`src/rtl/cdc_pkg.sv`:
```
// Shared types and constants for the req/ack CDC handshake receiver.
package cdc_pkg;

    localparam int SYNC_MIN = 2;
    localparam int SYNC_MAX = 4;

    typedef enum logic [2:0] {
        WAIT_LOW = 3'd0,
        IDLE     = 3'd1,
        CAPTURE  = 3'd2,
        DELIVER  = 3'd3,
        ACK_HI   = 3'd4
    } cdc_state_e;

endpackage

```
`src/rtl/sync_bit.sv`:
```
// N-stage single-bit synchronizer with a selectable reset value; q_o is the last stage.
module sync_bit #(
    parameter int   N       = 2,
    parameter logic RST_VAL = 1'b0
) (
    input  logic clk,
    input  logic rst_n,
    input  logic d_i,
    output logic q_o
);

    logic [N-1:0] stages_q;

    always_ff @(posedge clk or negedge rst_n) begin
        if (!rst_n) begin
            stages_q <= {N{RST_VAL}};
        end else begin
            stages_q <= {stages_q[N-2:0], d_i};
        end
    end

    assign q_o = stages_q[N-1];

endmodule

```
`src/rtl/cdc_handshake_rx.sv`:
```
// Responder end of a four-phase req/ack crossing: synchronizes req, captures the word,
// offers it downstream on valid/ready and returns ack as a registered level.
module cdc_handshake_rx
    import cdc_pkg::*;
#(
    parameter int WIDTH       = 32,
    parameter int SYNC_STAGES = 3,
    parameter bit EARLY_ACK   = 1'b0,
    parameter int CNT_W       = 16
) (
    input  logic             clk,
    input  logic             reset_l,
    input  logic             req_in,
    input  logic [WIDTH-1:0] data_in,
    output logic             ack_out,
    output logic [WIDTH-1:0] o_data,
    output logic             o_valid,
    input  logic             o_ready,
    output logic [CNT_W-1:0] o_count,
    output logic             busy,
    output cdc_state_e       dbg_state
);

    localparam logic [CNT_W-1:0] CNT_ONE = {{(CNT_W-1){1'b0}}, 1'b1};

    generate
        if (SYNC_STAGES < SYNC_MIN || SYNC_STAGES > SYNC_MAX) begin : g_bad_sync
            $error("cdc_handshake_rx: SYNC_STAGES out of range");
        end
    endgenerate

    logic             req_s;
    logic             accept;
    cdc_state_e       state_q;
    logic             ack_q;
    logic             valid_q;
    logic [WIDTH-1:0] data_q;
    logic [CNT_W-1:0] count_q;

    // Preset to 1 so a req already high at reset looks "still high" and must be seen low first.
    sync_bit #(
        .N       (SYNC_STAGES),
        .RST_VAL (1'b1)
    ) u_req_sync (
        .clk   (clk),
        .rst_n (reset_l),
        .d_i   (req_in),
        .q_o   (req_s)
    );

    // Downstream valid/ready: a word transfers on every cycle with o_valid && o_ready;
    // o_data is held while o_valid is high and o_ready is low, o_valid drops the cycle after transfer.
    assign accept = valid_q && o_ready;

    always_ff @(posedge clk or negedge reset_l) begin
        if (!reset_l) begin
            state_q <= WAIT_LOW;
            ack_q   <= 1'b0;
            valid_q <= 1'b0;
            data_q  <= '0;
            count_q <= '0;
        end else begin
            if (accept) begin
                valid_q <= 1'b0;
                count_q <= count_q + CNT_ONE;
            end
            case (state_q)
                WAIT_LOW: begin
                    ack_q <= 1'b0;
                    if (!req_s) state_q <= IDLE;
                end
                IDLE: begin
                    if (req_s && (!valid_q || accept)) state_q <= CAPTURE;
                end
                CAPTURE: begin
                    // Overrides the accept clear above when a new word lands on the acceptance cycle.
                    data_q  <= data_in;
                    valid_q <= 1'b1;
                    if (EARLY_ACK) begin
                        ack_q   <= 1'b1;
                        state_q <= ACK_HI;
                    end else begin
                        state_q <= DELIVER;
                    end
                end
                DELIVER: begin
                    if (accept) begin
                        ack_q   <= 1'b1;
                        state_q <= ACK_HI;
                    end
                end
                ACK_HI: begin
                    if (!req_s) begin
                        ack_q   <= 1'b0;
                        state_q <= IDLE;
                    end
                end
                default: begin
                    ack_q   <= 1'b0;
                    state_q <= WAIT_LOW;
                end
            endcase
        end
    end

    assign ack_out   = ack_q;
    assign o_valid   = valid_q;
    assign o_data    = data_q;
    assign o_count   = count_q;
    assign busy      = (state_q != IDLE);
    assign dbg_state = state_q;

endmodule

```
`config.mk`:
```
export PLATFORM = sky130hd
export DESIGN_NAME = cdc_handshake_rx
export DESIGN_NICKNAME = d
export VERILOG_FILES = /design/src/rtl/cdc_pkg.sv /design/src/rtl/sync_bit.sv /design/src/rtl/cdc_handshake_rx.sv
export SDC_FILE = /design/constraint.sdc
export NUM_CORES = 1
export LEC_CHECK = 0
export ABC_AREA = 1
export CORE_ASPECT_RATIO = 0.6
export CORE_MARGIN = 3
export CORE_UTILIZATION = 44
export DETAILED_ROUTE_END_ITERATION = 7
export PLACE_DENSITY = 0.79
export SETUP_SLACK_MARGIN = 0.05
export SLEW_MARGIN = 15
export SYNTH_ARGS = -nofsm -noshare
export SYNTH_HDL_FRONTEND = slang
export SYNTH_HIERARCHICAL = 1
export SYNTH_SLANG_ARGS = --single-unit
```
`constraint.sdc`:
```
create_clock -name clk -period 1.6 [get_ports clk]
set_clock_uncertainty 0.2 [all_clocks]
set_input_delay 0.4 -clock clk [delete_from_list [all_inputs] [get_ports clk]]
set_output_delay 0.4 -clock clk [all_outputs]
set_load 0.005 [all_outputs]
```
# Word level (Yosys, flattened, before mapping)
# Index checks and enable logic that the tools add are counted.
# classes
reduce_logical	10
add_sub_neg	1
n_eq_ne	9
bitwise_logic	1
n_mux	9
# ops
op	count
$add A16 B1 Y16 const B	1
$pmux W3 S4	1
$mux W3	3
$ne A2 B2 Y1 const B	4
$eq A3 B2 Y1 const B	2
$reduce_and A3 Y1	2
$mux W1	4
$reduce_or A2 Y1	2
$eq A3 B1 Y1 const B	1
$eq A3 B3 Y1 const B	1
$logic_not A3 Y1	1
$ne A3 B1 Y1 const B	1
$pmux W1 S3	1
$logic_and A1 B1 Y1	2
$reduce_bool A2 Y1	1
$logic_not A1 Y1	1
$logic_or A1 B1 Y1	1
$not A1 Y1	1
# totals
input_bits	36
regBits	56
output_inout_bits	54

# Longest topological paths before layout
# Gate-level depths: netlist (run 1).
# logic_depth
word_depth	5
depth_mapped	9
ltp_nobuf	9

# Hierarchy
# The synthesis (run 1) kept the hierarchy.
# modules_own_cells
module	area_each_um2	cells_per_inst	instances
cdc_handshake_rx	2396.0	204	1
sync_bit	78.8	3	1

# Worst setup path after synthesis (run 1)
# No wires, ideal clock.
# synth_path
path_type	flip-flop to flip-flop
startpoint	register count_q[0], in the netlist o_count[0]
endpoint	register count_q[14], in the netlist o_count[14]
synth_period_minus_slack_ps	1445
arrival_ps	1132
stages_incl_launch_ff	9
n_path_buf	0
setup_time_ps	113
slack_ps	155
path_cell_list	dfrtp_1 ha_1 nand2_1 nor2_1 nand2_1 nor2_1 nand3_1 nand2_1 inv_1
# synth_via
elab_chain_len	1
# synth_rtl
item	line	text
start: declaration	cdc_handshake_rx.sv:38	logic [CNT_W-1:0] count_q;
start signal: assignment	cdc_handshake_rx.sv:65	count_q <= count_q + CNT_ONE;
$add A16 B1 Y16	cdc_handshake_rx.sv:65	
# No other way between the ends.
# A chain may end at the register's enable or synchronous reset.

# Worst setup path after layout (run 1)
# layout_path
startpoint	register state_q[0], in the netlist dbg_state[0]
endpoint	output busy
# layout_via
elab_chain_len	1
# layout_rtl
item	line	text
start: declaration	cdc_handshake_rx.sv:34	cdc_state_e state_q;
start signal: assignment	cdc_handshake_rx.sv:57	state_q <= WAIT_LOW;
start signal: assignment	cdc_handshake_rx.sv:70	if (!req_s) state_q <= IDLE;
start signal: assignment	cdc_handshake_rx.sv:73	if (req_s && (!valid_q || accept)) state_q <= CAPTURE;
$ne A3 B1 Y1	cdc_handshake_rx.sv:110	assign busy = (state_q != IDLE);
end: declaration	cdc_handshake_rx.sv:20	output logic busy,
# No other way between the ends.

==> key figures, run 1 <==
Outcome
  – Status: finished with violations
  – Failing checks: negative setup slack

Critical path
  – Setup slack, reg-to-reg: -70 ps
  – Crit path max fanout: 2
  – WS Path Type: reg2out
  – Critical Path RT: 1000 ps
  – FF-to-FF End: o_data[2]
  – Reg2Reg Depth: 5
  – FF-to-FF Start: dbg_state[0]
  – Critical path endpoint category: primary output
  – Startpoint types: flip-flop
  – Crit path DAT: about 1100 ps
  – Crit-path max cell delay: 420 ps
  – CP max stage cell: dfrtp_1
  – Worst-path cell chain: inv_2 -> nor2_4 -> nand2_2 -> buf_6

Die
  – Die area: about 0.0066 mm2
  – Starting Density: 47.1%
  – # rows: 20
  – Core Area: 0.00526 mm2
  – I/O Pins: 90
  – Die W: 103 um
  – Die Height: 64.1 um

Power
  – Power share of the clock group: between 10% and 20%
  – Pint: around 4.7 mW
  – Lkg Pwr: ~2.1 nW
  – Gate power share: between 50% and 60%
  – Flop pwr share: about 33%
  – Pwr Total: 6.88 mW
  – Peak VDD IR: 0.000965 V
  – PwrDens: around 1700 mW/mm2
  – Switch share: about a third
  – Sw Pwr: 2.18 mW

Synthesis
  – YS warnings: 6
  – Mean Syn Cell Area: roughly 12 um2
  – Area leader, netlist: dfrtp_1
  – Area contributors post-synth: dfrtp_1, mux2_4, nand2_1, dfstp_2, inv_1
  – Sequential area share after synthesis: 56.8%
  – Netlist cell types: 21
  – Syn_nets: between 200 and 250
  – Post-synthesis cell count: approximately 210
  – Share of the synthesized area in the top cell type: ~54%
  – Post-synthesis instance area: roughly 0.0025 mm2
  – Post-synthesis register bit count: 56

Route
  – Vias: roughly 2100
  – Post-Route WL: 7230 um
  – Drt wl/cell: 16.7 um
  – DRT Pass-1 Iters: 4
  – Via/cell ratio: between 4 and 5
  – # DRC: 0
  – 1st-iter DRT viols: between 100 and 150
  – Antenna-violating nets left: 0

Clock network
  – H-Tree Depth: 2
  – CTS Buffer Depth: 2
  – Root buf cell: clkbuf_8
  – Worst skew pair latency: 310 ps
  – CTS Sinks: 56
  – CTS tree: yes
  – Clk slew on worst S/H paths: around 90 ps
  – TritonCTS Buffers: 5

Timing
  – Setup Viol. Count Final: 35
  – Slew Limit Fails: 0
  – Number of hold violations in the final report: 0
  – Setup_tns: -1630 ps
  – Slew @ Worst Pin: between 300 and 400 ps
  – Post-route clock period utilization: 108%
  – Achievable Freq: just under 600 MHz
  – Slew headroom: 74.2%
  – Min Tclk post-route: roughly 1700 ps
  – Post-route setup slack: -123 ps
  – Unrepaired setup endpoints after global routing: true

Layout
  – Share of layout cells above drive strength 1: 39.6%
  – Final #Nets: about 400
  – Final Non-Filler Cells: ~430
  – Layout fillers: 320
  – Core Util, Final: 78.3%
  – Antenna Diode Count: 0
  – P&R area growth vs syn: 66.3%

Min path
  – Worst hold path cell count: 0
  – Hold Path Sink: u_req_sync/stages_q[1]
  – Hold_sp: u_req_sync/stages_q[0]
  – HP Class: reg2reg

Run
  – Max-cap check violation count: 0

Global route
  – GRT Util Overall: about a fifth
  – GR Util met2: 33.9%
  – Largest net degree at the start of global routing: 25
  – First-pass GRT wire length: 10600 um
  – GR Layer Usage met1: between 20 and 30%
  – Initial antenna violation count: 0
  – GRT overflow: 0
  – Met3 Use GR: approximately 4.7%
  – Vias in the first global route: 2144
  – Grt peak-use layer: met2

Placement
  – GP Congestion: between 0.8 and 0.9
  – Port Buffer Count: slightly below 90
  – HPWL Detailed: roughly 4500 um
  – Placed Cells: 393
state kept, by name (all words and copies together), names as in the netlist:
| name | cells |
|---|---|
| o_valid | 1 |
| u_req_sync/stages_q | 3 |
| o_data | 32 |
| o_count | 16 |
| ack_out | 1 |
| dbg_state | 3 |
worst max-delay path, delay by kind of cell, from the launching register on:
family                 cells  cell delay, ps
AND/OR/NAND/NOR            2             200
flip-flops                 1             420
buffers and inverters      2             200
power groups by stage:
stage          clock (mW)  combinational, mW  sequential (mW)
2_1_floorplan           0               1.35             2.36
3_3_place_gp            0               3.14             2.27
3_5_place_dp            0               3.20             2.29
4_1_cts             0.812               3.46             2.25
5_1_grt             0.873               4.03             2.34
6_report            0.803               3.79             2.29
how the worst max path moves through the flow:
stage               cells after the start      endpoint  slack [ps]          from
CTS                                     2  dbg_state[2]         -60  dbg_state[2]
detailed placement                      5    o_count[7]        -360       o_ready
global route                            4          busy        -140  dbg_state[0]
floorplan                               8   o_count[14]         150    o_count[0]
finish                                  4          busy        -120  dbg_state[0]
global placement                        5    o_count[7]        -320       o_ready
through the flow:
step           cell area, um2  hold slack, ps  setup WS, ps
3_3_place_gp             3700             134          -320
2_1_floorplan            2470           -95.6           155
3_5_place_dp             3700             143          -356
5_1_grt                  4120             166          -144
4_1_cts                  4020             161         -55.6
6_report                 4120             160          -123
cells in the mapped netlist:
master / number
mux2_2: 3
nand3_4: 1
inv_1: 21
nor3_2: 1
nand3_1: 7
dfrtp_1: 53
nor2_1: 16
nand3b_1: 1
o211ai_1: 1
nor3_1: 1
dfstp_2: 3
o21ai_0: 4
mux2_4: 29
xor2_1: 6
buf_6: 3
xnor2_1: 3
nor3_4: 1
nand2_2: 1
nand4_1: 8
nand2_1: 43
ha_1: 1
layout by cell type (no fill, tap or decap), types with 5 or more instances in the layout:
cell type / instances
clkbuf_8: 6
nand4_1: 8
buf_6: 15
clkdlybuf4s50_1: 33
clkdlybuf4s15_1: 35
nand2_1: 39
clkbuf_2: 16
nor2_1: 12
inv_1: 18
dfrtp_1: 53
buf_4: 47
xor2_1: 5
nand3_1: 5
mux2_4: 29
cell families after synthesis:
family	count (synthesis)	share of synthesized area, %
buffers and inverters	24	4.55
muxes	32	19.0
adders and majority gates	1	0.505
AOI/OAI and AO/OA	5	1.11
and+or+nand+nor	80	14.9
xor gates and xnor gates	9	3.19
DFF	56	56.8
cell type report:
type                            count  area (um2)  share of cell area [%]
Tap cell                           66        82.6                    2.01
Timing Repair Buffer              154        1410                    34.3
Inverter                           21        81.3                    1.98
Sequential cell                    56        1410                    34.1
Multi-Input combinational cell    127        1040                    25.3
Clock inverter                      1        7.51                   0.182
Clock buffer                        7        86.3                    2.10
layer usage:
layer  vias to the layer above  share of wire, %  routed length [um]
met1                      1029                44                3160
met3                        13               6.8                 490
met4                         0               1.9                 136
li1                        993                 -                   -
met2                        93                48                3440
met5                         -                 0                   0
repair_timing:
| action | 4_1_cts | 5_1_grt |
|---|---|---|
| resized for setup | 134 | 37 |
| buffers inserted | 21 | 11 |
| pin swaps | 5 | 21 |
| hold endpoints to repair | 11 | 0 |
| hold buffers | 1 | 0 |
| gates cloned | 0 | 1 |
| endpoints found under the setup margin | 92 | 70 |
Note: power is estimated with default switching activity, not from simulation.
==> run 2: changes to the inputs <==
--- a/config.mk
+++ b/config.mk
@@ -7,10 +7,9 @@
 export LEC_CHECK = 0
 export ABC_AREA = 1
 export CORE_ASPECT_RATIO = 0.6
-export CORE_MARGIN = 3
-export CORE_UTILIZATION = 44
+export CORE_UTILIZATION = 35
 export DETAILED_ROUTE_END_ITERATION = 7
-export PLACE_DENSITY = 0.79
+export PLACE_DENSITY = 0.65
 export SETUP_SLACK_MARGIN = 0.05
 export SLEW_MARGIN = 15
 export SYNTH_ARGS = -nofsm -noshare
==> run 2 against run 1 <==
  * The flow still finishes with violations (negative setup slack)
  * Hold slack better by 1.1 ps
  * Combinational power rose by 5.5%
  * Non-clock buffer count grew 8
  * Worst setup slack better by 75 ps
  * Maximum frequency up 4.5%
  * First-iteration DRC count is 20% lower
  * Largest power group unchanged
  * Global-route usage fell by 2.8 points
  * Sequential share of layout area decreased by 1.8 points
  * Power up 7.7%
==> key figures, run 2 (synthesis results as in run 1) <==
Outcome
  – Status: finished with violations
  – Failing checks: negative setup slack

Placement
  – Post-place setup slack: -370 ps
  – HPWL Detailed: between 4000 and 5000 um
  – GP Congestion: about 0.81
  – Post-DP Area: roughly 0.0037 mm2
  – Port Buffer Count: 89

Global route
  – First-pass GRT wire length: about 10000 um
  – GRT overflow: 0
  – GRT Util Overall: between 10% and 20%
  – Largest net degree at the start of global routing: 57
  – Initial antenna violation count: 0
  – Vias in the first global route: between 1500 and 2000

Power
  – Switch share: 29.6%
  – Peak VDD IR: approximately 0.00088 V
  – Power share of the clock group: 15.3%
  – Lkg Pwr: 2.19 nW
  – Flop pwr share: just over 30%
  – Pint: between 5 and 6 mW
  – PwrDens: around 1700 mW/mm2
  – Sw Pwr: approximately 2.2 mW
  – Gate power share: between 50% and 60%

Route
  – Post-Route WL: approximately 6500 um
  – Antenna-violating nets left: 0
  – 1st-iter DRT viols: between 90 and 100
  – # DRC: 0
  – DRT Pass-1 Iters: 4
  – Drt wl/cell: 14.1 um
  – Vias: a little over 2000
  – Via/cell ratio: approximately 4.4

Clock network
  – CTS Sinks: 56
  – CTS tree: yes
  – Worst skew pair latency: about 290 ps
  – H-Tree Depth: 2
  – TritonCTS Buffers: 5
  – Clk slew on worst S/H paths: around 70 ps
  – CTS Buffer Depth: 2
  – Root buf cell: clkbuf_16

Critical path
  – Setup slack, reg-to-reg: -20 ps
  – WS Path Type: reg2out
  – FF-to-FF End: o_data[28]
  – Crit path max fanout: 2
  – Crit path DAT: 1050 ps
  – Critical Path RT: 1000 ps
  – FF-to-FF Start: dbg_state[1]
  – Reg2Reg Depth: 5
  – Startpoint types: flip-flop
  – Critical path endpoint category: primary output

Timing
  – Min Tclk post-route: roughly 1600 ps
  – Post-route setup slack: -48.4 ps
  – Post-route clock period utilization: 103%
  – Setup Viol. Count Final: 24
  – Achievable Freq: around 610 MHz
  – Number of hold violations in the final report: 0
  – Slew @ Worst Pin: roughly 320 ps
  – Min Hold Slack: 161 ps
  – Slew Limit Fails: 0
  – Unrepaired setup endpoints after global routing: true
  – Slew headroom: 78.8%

Die
  – # rows: 23
  – Die area: about 0.0074 mm2
  – Core Area: slightly below 0.007 mm2
  – Starting Density: 36.6%
  – I/O Pins: 90
  – Die Height: around 67 um
  – Die W: 111 um

Min path
  – HP Class: reg2reg
  – Worst hold path cell count: 0
  – Hold_sp: u_req_sync/stages_q[0]
  – Hold Path Sink: u_req_sync/stages_q[1]

Layout
  – Commonest cells after routing, fill and taps aside: buf_4, dfrtp_1, clkdlybuf4s15_1, nand2_1, clkdlybuf4s50_1
  – Leading cell type in the layout, fill and taps excluded: buf_4
  – Antenna Diode Count: 0
  – Share of layout cells above drive strength 1: approximately 38%
  – Final Cell Area: ~0.0043 mm2
  – P&R area growth vs syn: 75.7%
  – Final #Nets: a little over 400
  – Max FFs per register: 32

Run
  – Max-cap check violation count: 0
[run 2: routing by layer]
| metal | global-route usage, % | part of all wire, % |
|---|---|---|
| met1 | 27.6 | 51 |
| met2 | 25.5 | 43 |
| met3 | 4.40 | 5.4 |
| met4 | 4.50 | 0.54 |
| met5 | 0 | 0 |
[run 2: stage by stage]
stage / std cells / util (%) / total power [mW] / setup TNS (ps)
after floorplan: 207 / - / 3.72 / 0
after global placement: 408 / 54.5 / 5.36 / -4750
after detailed placement: 408 / 54.5 / 5.40 / -5050
after CTS: 446 / 61.3 / 7.05 / -1830
after global routing: 461 / 64.3 / 7.88 / -1950
final: 461 / 64.3 / 7.41 / -425
[run 2: how the worst max path moves through the flow]
stage                       startpoint          end  slack, ps  cells past startpoint
after detailed placement       o_ready  o_count[13]       -370                      6
after global routing      dbg_state[0]         busy       -120                      4
after CTS                 dbg_state[1]   o_data[15]       -110                      5
after floorplan             o_count[0]  o_count[14]        150                      8
after global placement         o_ready   o_count[7]       -340                      5
final                     dbg_state[0]         busy        -50                      4
[run 2: final cells by class]
class                           instances  area [um2]
Fill cell                             551        2410
Tap cell                               87         109
Sequential cell                        56        1410
Multi-Input combinational cell        127        1060
Timing Repair Buffer                  162        1540
Clock buffer                            5         125
Inverter                               21        81.3
Clock inverter                          3        26.3
[run 2: what timing repair did]
action,CTS,global route
hold endpoints to repair,53,0
hold buffers,1,0
gates resized for setup,107,56
gates cloned,3,0
pin swaps,6,17
setup endpoints to repair,70,82
setup buffers,27,17
[run 2: power by group through the flow]
| stage | Clock (mW) | Combinational, mW | Sequential [mW] |
|---|---|---|---|
| final | 1.13 | 4.00 | 2.28 |
| after global routing | 1.24 | 4.29 | 2.35 |
| after CTS | 1.18 | 3.63 | 2.25 |
| after detailed placement | 0 | 3.08 | 2.32 |
| after global placement | 0 | 3.05 | 2.31 |
| after floorplan | 0 | 1.35 | 2.36 |
[run 2: critical path: stages, from the launching register on]
cell	delay (ps)
dfrtp_1	370
inv_2	50
nor2_2	120
nand2_1	80
buf_2	140
